`config.mk`:
```
export PLATFORM = sky130hd
export DESIGN_NAME = wb_port_arbiter
export DESIGN_NICKNAME = d
export VERILOG_FILES = /design/src/rtl/wb_port_arbiter.sv
export SDC_FILE = /design/constraint.sdc
export NUM_CORES = 1
export LEC_CHECK = 0
export BUFFER_PORTS_ARGS = -buffer_cell sky130_fd_sc_hd__buf_4
export CAP_MARGIN = 20
export CORE_MARGIN = 2
export CORE_UTILIZATION = 56
export CTS_BUF_LIST = sky130_fd_sc_hd__clkbuf_4 sky130_fd_sc_hd__clkbuf_8 sky130_fd_sc_hd__clkbuf_16
export DETAILED_ROUTE_END_ITERATION = 12
export GPL_TIMING_DRIVEN = 1
export PLACE_DENSITY = 0.84
export SKIP_CTS_REPAIR_TIMING = 1
export SLEW_MARGIN = 20
export SYNTH_ARGS = -nofsm -noshare
export SYNTH_HDL_FRONTEND = slang
export SYNTH_SLANG_ARGS = --single-unit
```
`constraint.sdc`:
```
create_clock -name clk_i -period 5.05 [get_ports clk_i]
set_input_delay 0.2525 -clock clk_i [delete_from_list [all_inputs] [get_ports clk_i]]
set_output_delay 0.2525 -clock clk_i [all_outputs]
set_load 0.005 [all_outputs]
```
`src/rtl/wb_port_arbiter.sv`:
```
// Register-file write-port arbiter: shares the single write port between MW writeback
// and a long-latency unit (via a small in-order FIFO) and tracks registers it still owes.
module wb_port_arbiter #(
  parameter int BUF_DEPTH    = 2,
  parameter int STARVE_LIMIT = 4
) (
  input  logic        clk_i,
  input  logic        reset_i,
  input  logic        wb_valid_i,
  input  logic [4:0]  wb_rdId_i,
  input  logic [31:0] wb_data_i,
  output logic        wb_stall_o,
  input  logic        lu_issue_i,
  input  logic [4:0]  lu_issueRd_i,
  input  logic        lu_valid_i,
  input  logic [4:0]  lu_rdId_i,
  input  logic [31:0] lu_data_i,
  output logic        lu_ready_o,
  output logic [4:0]  rdId_o,
  output logic [31:0] rdData_o,
  output logic [31:0] busy_o,
  output logic        err_o
);

  localparam int PTR_W = (BUF_DEPTH > 1) ? $clog2(BUF_DEPTH) : 1;
  localparam int CNT_W = $clog2(BUF_DEPTH + 1);
  localparam int STV_W = (STARVE_LIMIT > 0) ? $clog2(STARVE_LIMIT + 1) : 1;

  localparam logic [CNT_W-1:0] DEPTH_C  = CNT_W'(BUF_DEPTH);
  localparam logic [PTR_W-1:0] LAST_PTR = PTR_W'(BUF_DEPTH - 1);
  localparam logic [STV_W-1:0] STARVE_C = STV_W'(STARVE_LIMIT);

  logic [4:0]       fifo_rd_mem   [BUF_DEPTH];
  logic [31:0]      fifo_data_mem [BUF_DEPTH];

  logic [PTR_W-1:0] head_reg, head_next;
  logic [PTR_W-1:0] tail_reg, tail_next;
  logic [CNT_W-1:0] count_reg, count_next;
  logic [STV_W-1:0] starve_reg, starve_next;
  logic [31:0]      busy_reg, busy_next;
  logic             err_reg, err_next;

  logic        fifo_nonempty;
  logic        lu_ready;
  logic        lu_hs;
  logic        wb_eff;
  logic        force_drain;
  logic [4:0]  head_rd;
  logic [31:0] head_data;

  logic [4:0]  sel_rd;
  logic [31:0] sel_data;
  logic        sel_stall;
  logic        pop;
  logic        push;
  logic        bypass;
  logic        wb_win;
  logic        lu_write;

  logic [31:0] set_vec;
  logic [31:0] clr_vec;

  logic        err_waw;
  logic        err_orphan;
  logic        err_double;

  function automatic logic [PTR_W-1:0] ptr_inc(input logic [PTR_W-1:0] p);
    return (p == LAST_PTR) ? '0 : p + PTR_W'(1);
  endfunction

  assign fifo_nonempty = (count_reg != '0);
  assign lu_ready      = reset_i & (count_reg < DEPTH_C);
  assign lu_hs         = lu_valid_i & lu_ready;
  // A pipeline writeback to x0 carries no data, so it must not block a FIFO drain.
  assign wb_eff        = wb_valid_i & (wb_rdId_i != 5'd0);
  assign force_drain   = (starve_reg == STARVE_C) & fifo_nonempty;
  assign head_rd       = fifo_rd_mem[head_reg];
  assign head_data     = fifo_data_mem[head_reg];

  always_comb begin
    sel_rd    = 5'd0;
    sel_data  = 32'd0;
    sel_stall = 1'b0;
    pop       = 1'b0;
    bypass    = 1'b0;
    wb_win    = 1'b0;
    lu_write  = 1'b0;
    if (force_drain) begin
      sel_rd    = head_rd;
      sel_data  = head_data;
      sel_stall = 1'b1;
      pop       = 1'b1;
      lu_write  = 1'b1;
    end else if (wb_eff) begin
      sel_rd    = wb_rdId_i;
      sel_data  = wb_data_i;
      wb_win    = 1'b1;
    end else if (fifo_nonempty) begin
      sel_rd    = head_rd;
      sel_data  = head_data;
      pop       = 1'b1;
      lu_write  = 1'b1;
    end else if (lu_hs) begin
      sel_rd    = lu_rdId_i;
      sel_data  = lu_data_i;
      bypass    = 1'b1;
      lu_write  = 1'b1;
    end
  end

  assign push = lu_hs & ~bypass;

  always_comb begin
    head_next  = pop  ? ptr_inc(head_reg) : head_reg;
    tail_next  = push ? ptr_inc(tail_reg) : tail_reg;
    count_next = count_reg + CNT_W'(push) - CNT_W'(pop);
    starve_next = starve_reg;
    if (pop || !fifo_nonempty) begin
      starve_next = '0;
    end else if (wb_win && (starve_reg != STARVE_C)) begin
      starve_next = starve_reg + STV_W'(1);
    end
  end

  // Scoreboard: per-register set/clear, set wins when both hit the same bit.
  generate
    for (genvar gi = 0; gi < 32; gi++) begin : g_busy
      if (gi == 0) begin : g_x0
        assign set_vec[gi]   = 1'b0;
        assign clr_vec[gi]   = 1'b0;
        assign busy_next[gi] = 1'b0;
      end else begin : g_xn
        assign set_vec[gi]   = lu_issue_i & (lu_issueRd_i == 5'(gi));
        assign clr_vec[gi]   = lu_write & (sel_rd == 5'(gi));
        assign busy_next[gi] = set_vec[gi] | (busy_reg[gi] & ~clr_vec[gi]);
      end
    end
  endgenerate

  assign err_waw    = wb_win & busy_reg[wb_rdId_i];
  assign err_orphan = lu_write & (sel_rd != 5'd0) & ~busy_reg[sel_rd];
  // Re-issuing to a register whose result is retiring this very cycle is legitimate.
  assign err_double = lu_issue_i & (lu_issueRd_i != 5'd0)
                    & busy_reg[lu_issueRd_i] & ~clr_vec[lu_issueRd_i];
  assign err_next   = err_reg | err_waw | err_orphan | err_double;

  always_ff @(posedge clk_i or negedge reset_i) begin
    if (!reset_i) begin
      head_reg   <= '0;
      tail_reg   <= '0;
      count_reg  <= '0;
      starve_reg <= '0;
      busy_reg   <= '0;
      err_reg    <= 1'b0;
    end else begin
      head_reg   <= head_next;
      tail_reg   <= tail_next;
      count_reg  <= count_next;
      starve_reg <= starve_next;
      busy_reg   <= busy_next;
      err_reg    <= err_next;
    end
  end

  // Payload storage needs no reset: validity is tracked entirely by count_reg.
  always_ff @(posedge clk_i) begin
    if (push) begin
      fifo_rd_mem[tail_reg]   <= lu_rdId_i;
      fifo_data_mem[tail_reg] <= lu_data_i;
    end
  end

  assign lu_ready_o = lu_ready;
  assign wb_stall_o = reset_i & sel_stall;
  assign rdId_o     = reset_i ? sel_rd : 5'd0;
  assign rdData_o   = sel_data;
  assign busy_o     = busy_reg;
  assign err_o      = err_reg;

endmodule
```
**Word level (Yosys, flattened, before mapping)**

Memories as Yosys holds them, arrays and structs flattened.
Index checks and enable logic that the tools add are counted.

- Bitwise operators: 173
- Magnitude comparators: 4
- Equal/unequal tests: 64
- $mul: 0
- Multiplexer cells: 36
- Add/subtract/negate cells: 5
- Shifts and indexed selects: 0
- Reduce and logical (&&, ||, !) cells: 8
- Divide/modulo/power cells: 0

Operator list:

| cell | number |
|---|---|
| $eq 5x5->1 const B | 32 |
| $mux 32 | 4 |
| $and 1x1->1 | 105 |
| $eq 5x4->1 const B | 16 |
| $eq 5x3->1 const B | 8 |
| $not 1->1 | 34 |
| $or 1x1->1 | 34 |
| $mux 5 | 5 |
| $mux 1 | 21 |
| $bmux 1 s5 | 4 |
| $eq 5x2->1 const B | 4 |
| $lt 5x6->1 const B | 3 |
| $reduce_bool 5->1 | 3 |
| $eq 5x1->1 const B | 2 |
| $mux 3 | 2 |
| $reduce_bool 2->1 | 2 |
| $add 3x1->3 const B | 1 |
| $eq 3x3->1 const B | 1 |
| $ne 3x3->1 const B | 1 |
| $add 1x1->1 const B | 2 |
| $add 2x1->2 | 1 |
| $lt 2x2->1 const B | 1 |
| $sub 2x1->2 | 1 |
| $logic_and 1x1->1 | 1 |
| 2 further kinds | 2 |

- Bits of input ports: 84
- Memories: 2
- Logic and storage cells: 298
- Flip-flop bits (word level): 39
- Latch bits: 0
- Bits in read-only memories: 0
- Bits in writable memories: 74
- Output and inout port bits: 72

Memories:

| memory | words | bits a word | rd ports | clocked after Yosys merged registers in | write ports | line | source |
|---|---|---|---|---|---|---|---|
| fifo_data_mem | 2 | 32 | 1 | 0 | 1 | 34 | `logic [31:0] fifo_data_mem [BUF_DEPTH];` |
| fifo_rd_mem | 2 | 5 | 1 | 0 | 1 | 33 | `logic [4:0] fifo_rd_mem [BUF_DEPTH];` |

**Depth between registers and ports, before layout**

- Word-level depth: 14
- Gate-level depth with buffers: 12
- Mapped depth without buffers: 10

**Worst setup path before layout**

OpenSTA, ideal clock, no wires.

- Path type: input to register
- From: input wb_rdId_i[0]
- To: memory fifo_data_mem[0][0], enable pin
- Required time: 4.619 ns
- Buffers on the path: 1
- Cell stages on the path: 5
- Setup time: 0.431 ns
- Setup slack: 1.960 ns
- Data arrival time: 2.659 ns
- Cell sequence: buf_1 -> o21ai_0 -> inv_1 -> o21ai_0 -> nor2_1

- Cells in the longest elaborated chain, start to end: 8

Ends and longest elaborated chain:

| element | line | source |
|---|---|---|
| start: declaration | 10 | `input logic [4:0] wb_rdId_i,` |
| $reduce_bool 5->1 | 75 | `assign wb_eff = wb_valid_i & (wb_rdId_i != 5'd0);` |
| $and 1x1->1 | 75 |  |
| $mux 1 | 94 | `end else if (wb_eff) begin` |
| $mux 1 | 88 | `if (force_drain) begin` |
| $not 1->1 | 111 | `assign push = lu_hs & ~bypass;` |
| $and 1x1->1 | 111 |  |
| $mux 1 | 167 | `if (push) begin` |
| $mux 1 (not written as such) | 169 | `fifo_data_mem[tail_reg] <= lu_data_i;` |
| end: declaration | 34 |  |

No other way between the ends.

**Worst setup path after layout**

- From: input reset_i
- To: register err_reg (netlist: err_o)

- Cells in the longest elaborated chain, start to end: 13
- Elaborated cells between the ends (all ways): 84
- Classes of those cells: eq/ne: 31; mux: 12; bitwise: 40; reduce/logical: 1

Ends and longest elaborated chain:

| element | line | source |
|---|---|---|
| start: declaration | 8 | `input logic reset_i,` |
| $and 1x1->1 * | 72 | `assign lu_ready = reset_i & (count_reg < DEPTH_C);` |
| $and 1x1->1 * | 73 | `assign lu_hs = lu_valid_i & lu_ready;` |
| $mux 5 | 103 | `end else if (lu_hs) begin` |
| $mux 5 | 98 | `end else if (fifo_nonempty) begin` |
| $mux 5 | 94 |  |
| $mux 5 | 88 |  |
| $eq 5x1->1 (tied with other cells) | 134 | `assign clr_vec[gi] = lu_write & (sel_rd == 5'(gi));` |
| $and 1x1->1 | 134 |  |
| $bmux 1 s5 | 144 | `& busy_reg[lu_issueRd_i] & ~clr_vec[lu_issueRd_i];` |
| $mux 1 (not written as such) | 144 |  |
| $not 1->1 | 144 |  |
| $and 1x1->1 | 144 |  |
| $or 1x1->1 * | 145 | `assign err_next = err_reg \| err_waw \| err_orphan \| err_double;` |
| named net err_next | 41 | `logic err_reg, err_next;` |
| end signal: assignment | 161 | `err_reg <= err_next;` |
| end: declaration | 41 |  |

The timed path passes the listed nets; every way through them passes the cells marked *. The select of a mux whose other input is x is not followed.
A chain may end at the register's enable or synchronous reset.

==> impl_metrics.env <==
export IMPL_gp_congestion=0.986
export IMPL_antenna_found_initial=0
export IMPL_antennaDiodeCount=0
export IMPL_vias_per_cell=6.36
export IMPL_finalSetupViolCount=0
export IMPL_wirelength_mm=18.3
export IMPL_cp_num_buf_inv=2
export IMPL_drive_above_1_share_pct=34.1
export IMPL_rr_endpoint="err_o"
export IMPL_cellLeakagePower_nw=3.36
export IMPL_hold_path_depth=2
export IMPL_fill_cells=664
export IMPL_synthMuxAreaShare_pct=16.5
export IMPL_reg2reg_from="count_reg[1]"
export IMPL_fin_util_pct=78.1
export IMPL_clock_sinks=113
export IMPL_period_share_pct=68.0
export IMPL_crit_path_start_kind="input pin"
export IMPL_die_y_microns=109
export IMPL_fp_dieArea_sq_um=11800
export IMPL_yosys_warnings=0
export IMPL_ioPinCount=156
export IMPL_cp_cell_sequence="dlygate4sd3_1 -> buf_4 -> nor4bb_2 -> o2bb2ai_1 -> mux2_2 -> xnor2_1 -> nand3_1 -> or4b_1 -> a31oi_1 -> o221ai_1"
export IMPL_relSlewSlack_pct=29.7
export IMPL_cpPeakStageDelay_ns=0.76
export IMPL_arrival_ns=3.81
export IMPL_dp_hpwl_mm=11.8
export IMPL_synth_top_area_cell="edfxtp_1"
export IMPL_grt_pass1_vias=5003
export IMPL_fin_nets=776
export IMPL_worstSkewPairLatency_ns=0.52
export IMPL_dr_pass1_iters=5
export IMPL_whs_endpoint="busy_o[1]"
export IMPL_vias=5346
export IMPL_synth_seq_cells=113
export IMPL_initial_core_util_pct=57.0
export IMPL_endpoint_kind="flop"
export IMPL_yosysMostFrequentCell="edfxtp_1"
export IMPL_grt_pass1_wl_mm=26.5
export IMPL_max_freq_mhz=291
export IMPL_yosys_top_cells_count="74 x edfxtp_1, 66 x o21ai_0, 46 x mux2i_1"
export IMPL_tightest_slew_ns=1.05
export IMPL_fin_setup_tns_ns=0
export IMPL_synth_simple_area_share_pct=10.6
export IMPL_largest_reg_flops=64
export IMPL_drc=0
export IMPL_num_rows=38
export IMPL_yosysUniqueCellTypes=50
export IMPL_syn2layout_area_growth_pct=37.1
export IMPL_hold_viol_final=0
export IMPL_synth_main_ff_cell="edfxtp_1"
export IMPL_grt_max_degree=78
export IMPL_io_buffer_count=154
export IMPL_cts_tree="built"
export IMPL_clock_path_buffers=2
export IMPL_dr_first_iter_drc_count=555
export IMPL_synth_top_family_by_area="multiplexers"
export IMPL_cp_slowest_cell="nor4bb_2"
export IMPL_path_delay_family="simple AND/OR/NAND/NOR gates"
export IMPL_async_reset_ff_share_pct=34.5
export IMPL_avgSynthCellArea_sq_um=12.1
export IMPL_track_usage_pct=30.2
export IMPL_chipWidth_microns=109
export IMPL_syn_inst=505
export IMPL_synth_top_cells_by_area="edfxtp_1 36%, dfrtp_1 16%, mux4_2 8.1%, mux2i_1 7.5%, o21ai_0 5.4%"
export IMPL_cp_max_fo=43
export IMPL_finalMaxSlewViolations=0
export IMPL_antenna_left=0
export IMPL_fin_skew_ns=0.00917
export IMPL_cts_reportedPaths_clkPinSlew_ns=0.05
export IMPL_root_buffer="clkbuf_8"
export IMPL_synth_edff_count=74
export IMPL_status="completed"
export IMPL_hp_class="in -> reg"
export IMPL_htreeDepth=4
export IMPL_grt_setup_unrepaired="no"
export IMPL_reg2reg_depth=8
export IMPL_crit_required_ns=5.43
export IMPL_synth_top_area_share_pct=36.3
export IMPL_synth_adder_area_share_pct=0.818
export IMPL_timing_final_ws_setup_ns=1.62
export IMPL_min_period_ns=3.43
export IMPL_hp_start="lu_issueRd_i[3]"
export IMPL_place_ws_ns=1.44
export IMPL_synth_xor_area_share_pct=1.55
export IMPL_top_register="fifo_data_mem"
export IMPL_cts_inserted_buffers=17
export IMPL_routedWlPerCell_microns=21.7
export IMPL_maxCapViolCount=0
export IMPL_rrSetupSlack_ns=1.69
export IMPL_grt_ovfl_total=0
export IMPL_ir_worst_vdd_v=0.000317
export IMPL_pwr_density_cell_nw_per_um2=513
export IMPL_critPathKind="in -> reg"
export IMPL_syn_nets=593
export IMPL_synthesis_area_sq_um=6120
export IMPL_synth_compound_area_share_pct=15.4
export IMPL_coreArea_sq_um=10700
export IMPL_yosysSeqAreaShare_pct=52.3
==> stage by stage <==
step	area, sq um	std cells	hold slack [ns]	total power [mW]
after floorplan	6120	505	-0.0431	2.34
after global placement	7370	770	0.267	2.98
after detailed placement	7370	770	0.273	3.02
after CTS	7970	802	-0.277	4.24
after global routing	8390	841	0.0367	4.50
final	8390	841	0.0625	4.31
==> per-layer routing <==
| layer | part of all wire [%] | track usage, % | routed length (microns) |
|---|---|---|---|
| met3 | 9.1 | 6.93 | 1660 |
| met4 | 2.5 | 13.6 | 454 |
| met5 | 0 | 0 | 0 |
| met1 | 39 | 38.7 | 7120 |
| met2 | 49 | 49.1 | 9050 |
==> cells in the final DEF (no fill, tap or decap), types with 7 or more instances in the layout <==
| cell | n |
|---|---|
| o21ai_0 | 66 |
| edfxtp_1 | 74 |
| nand2b_1 | 7 |
| a221o_1 | 32 |
| mux2i_1 | 45 |
| inv_1 | 11 |
| nor3_1 | 39 |
| buf_4 | 158 |
| clkbuf_16 | 16 |
| or2_2 | 9 |
| mux4_2 | 22 |
| xnor2_1 | 7 |
| nand3_1 | 11 |
| nor2_1 | 14 |
| dlygate4sd3_1 | 38 |
| nand2_1 | 25 |
| dfrtp_1 | 38 |
==> worst max path at each step <==
stage	startpoint	endpoint	slack [ns]	cells past startpoint
4_1_cts	count_reg[1]	rdId_o[1]	1.74	5
6_report	reset_i	err_o	1.62	10
2_1_floorplan	wb_rdId_i[0]	fifo_data_mem[0][0]	1.96	5
3_5_place_dp	reset_i	err_o	1.44	9
3_3_place_gp	reset_i	err_o	1.62	9
5_1_grt	reset_i	err_o	1.40	10
==> cell families after synthesis <==
| kind of cell | after synthesis |
|---|---|
| XOR/XNOR | 10 |
| adder cells (fa/ha/maj) | 4 |
| multiplexers | 73 |
| buffers and inverters | 44 |
| AND/OR/NAND/NOR | 127 |
| flip-flops | 113 |
| AO/OA/AOI/OAI | 133 |
| other | 1 |
==> worst reg2reg max path, delay by kind of cell (launching register included) <==
family	cells	cell delay, ns
AND/OR/NAND/NOR	2	0.61
XOR/XNOR	1	0.25
AO/OA/AOI/OAI	5	1.89
flip-flops	1	0.47
==> power breakdown <==
group / switching, mW / leakage, nW / internal, mW
sequential: 0.254 / 1.14 / 1.20
combinational: 0.800 / 1.92 / 0.851
clock: 0.412 / 0.299 / 0.791
==> layout make-up <==
class,count,area [sq um],area share [%]
timing repair buffer,197,1590,19.0
inverter,11,41.3,0.492
tap,140,175,2.09
multi-input combinational,348,2780,33.1
clock buffer,22,464,5.53
clock inverter,10,135,1.61
sequential,113,3200,38.1
Power figures use the tool's default switching activity.
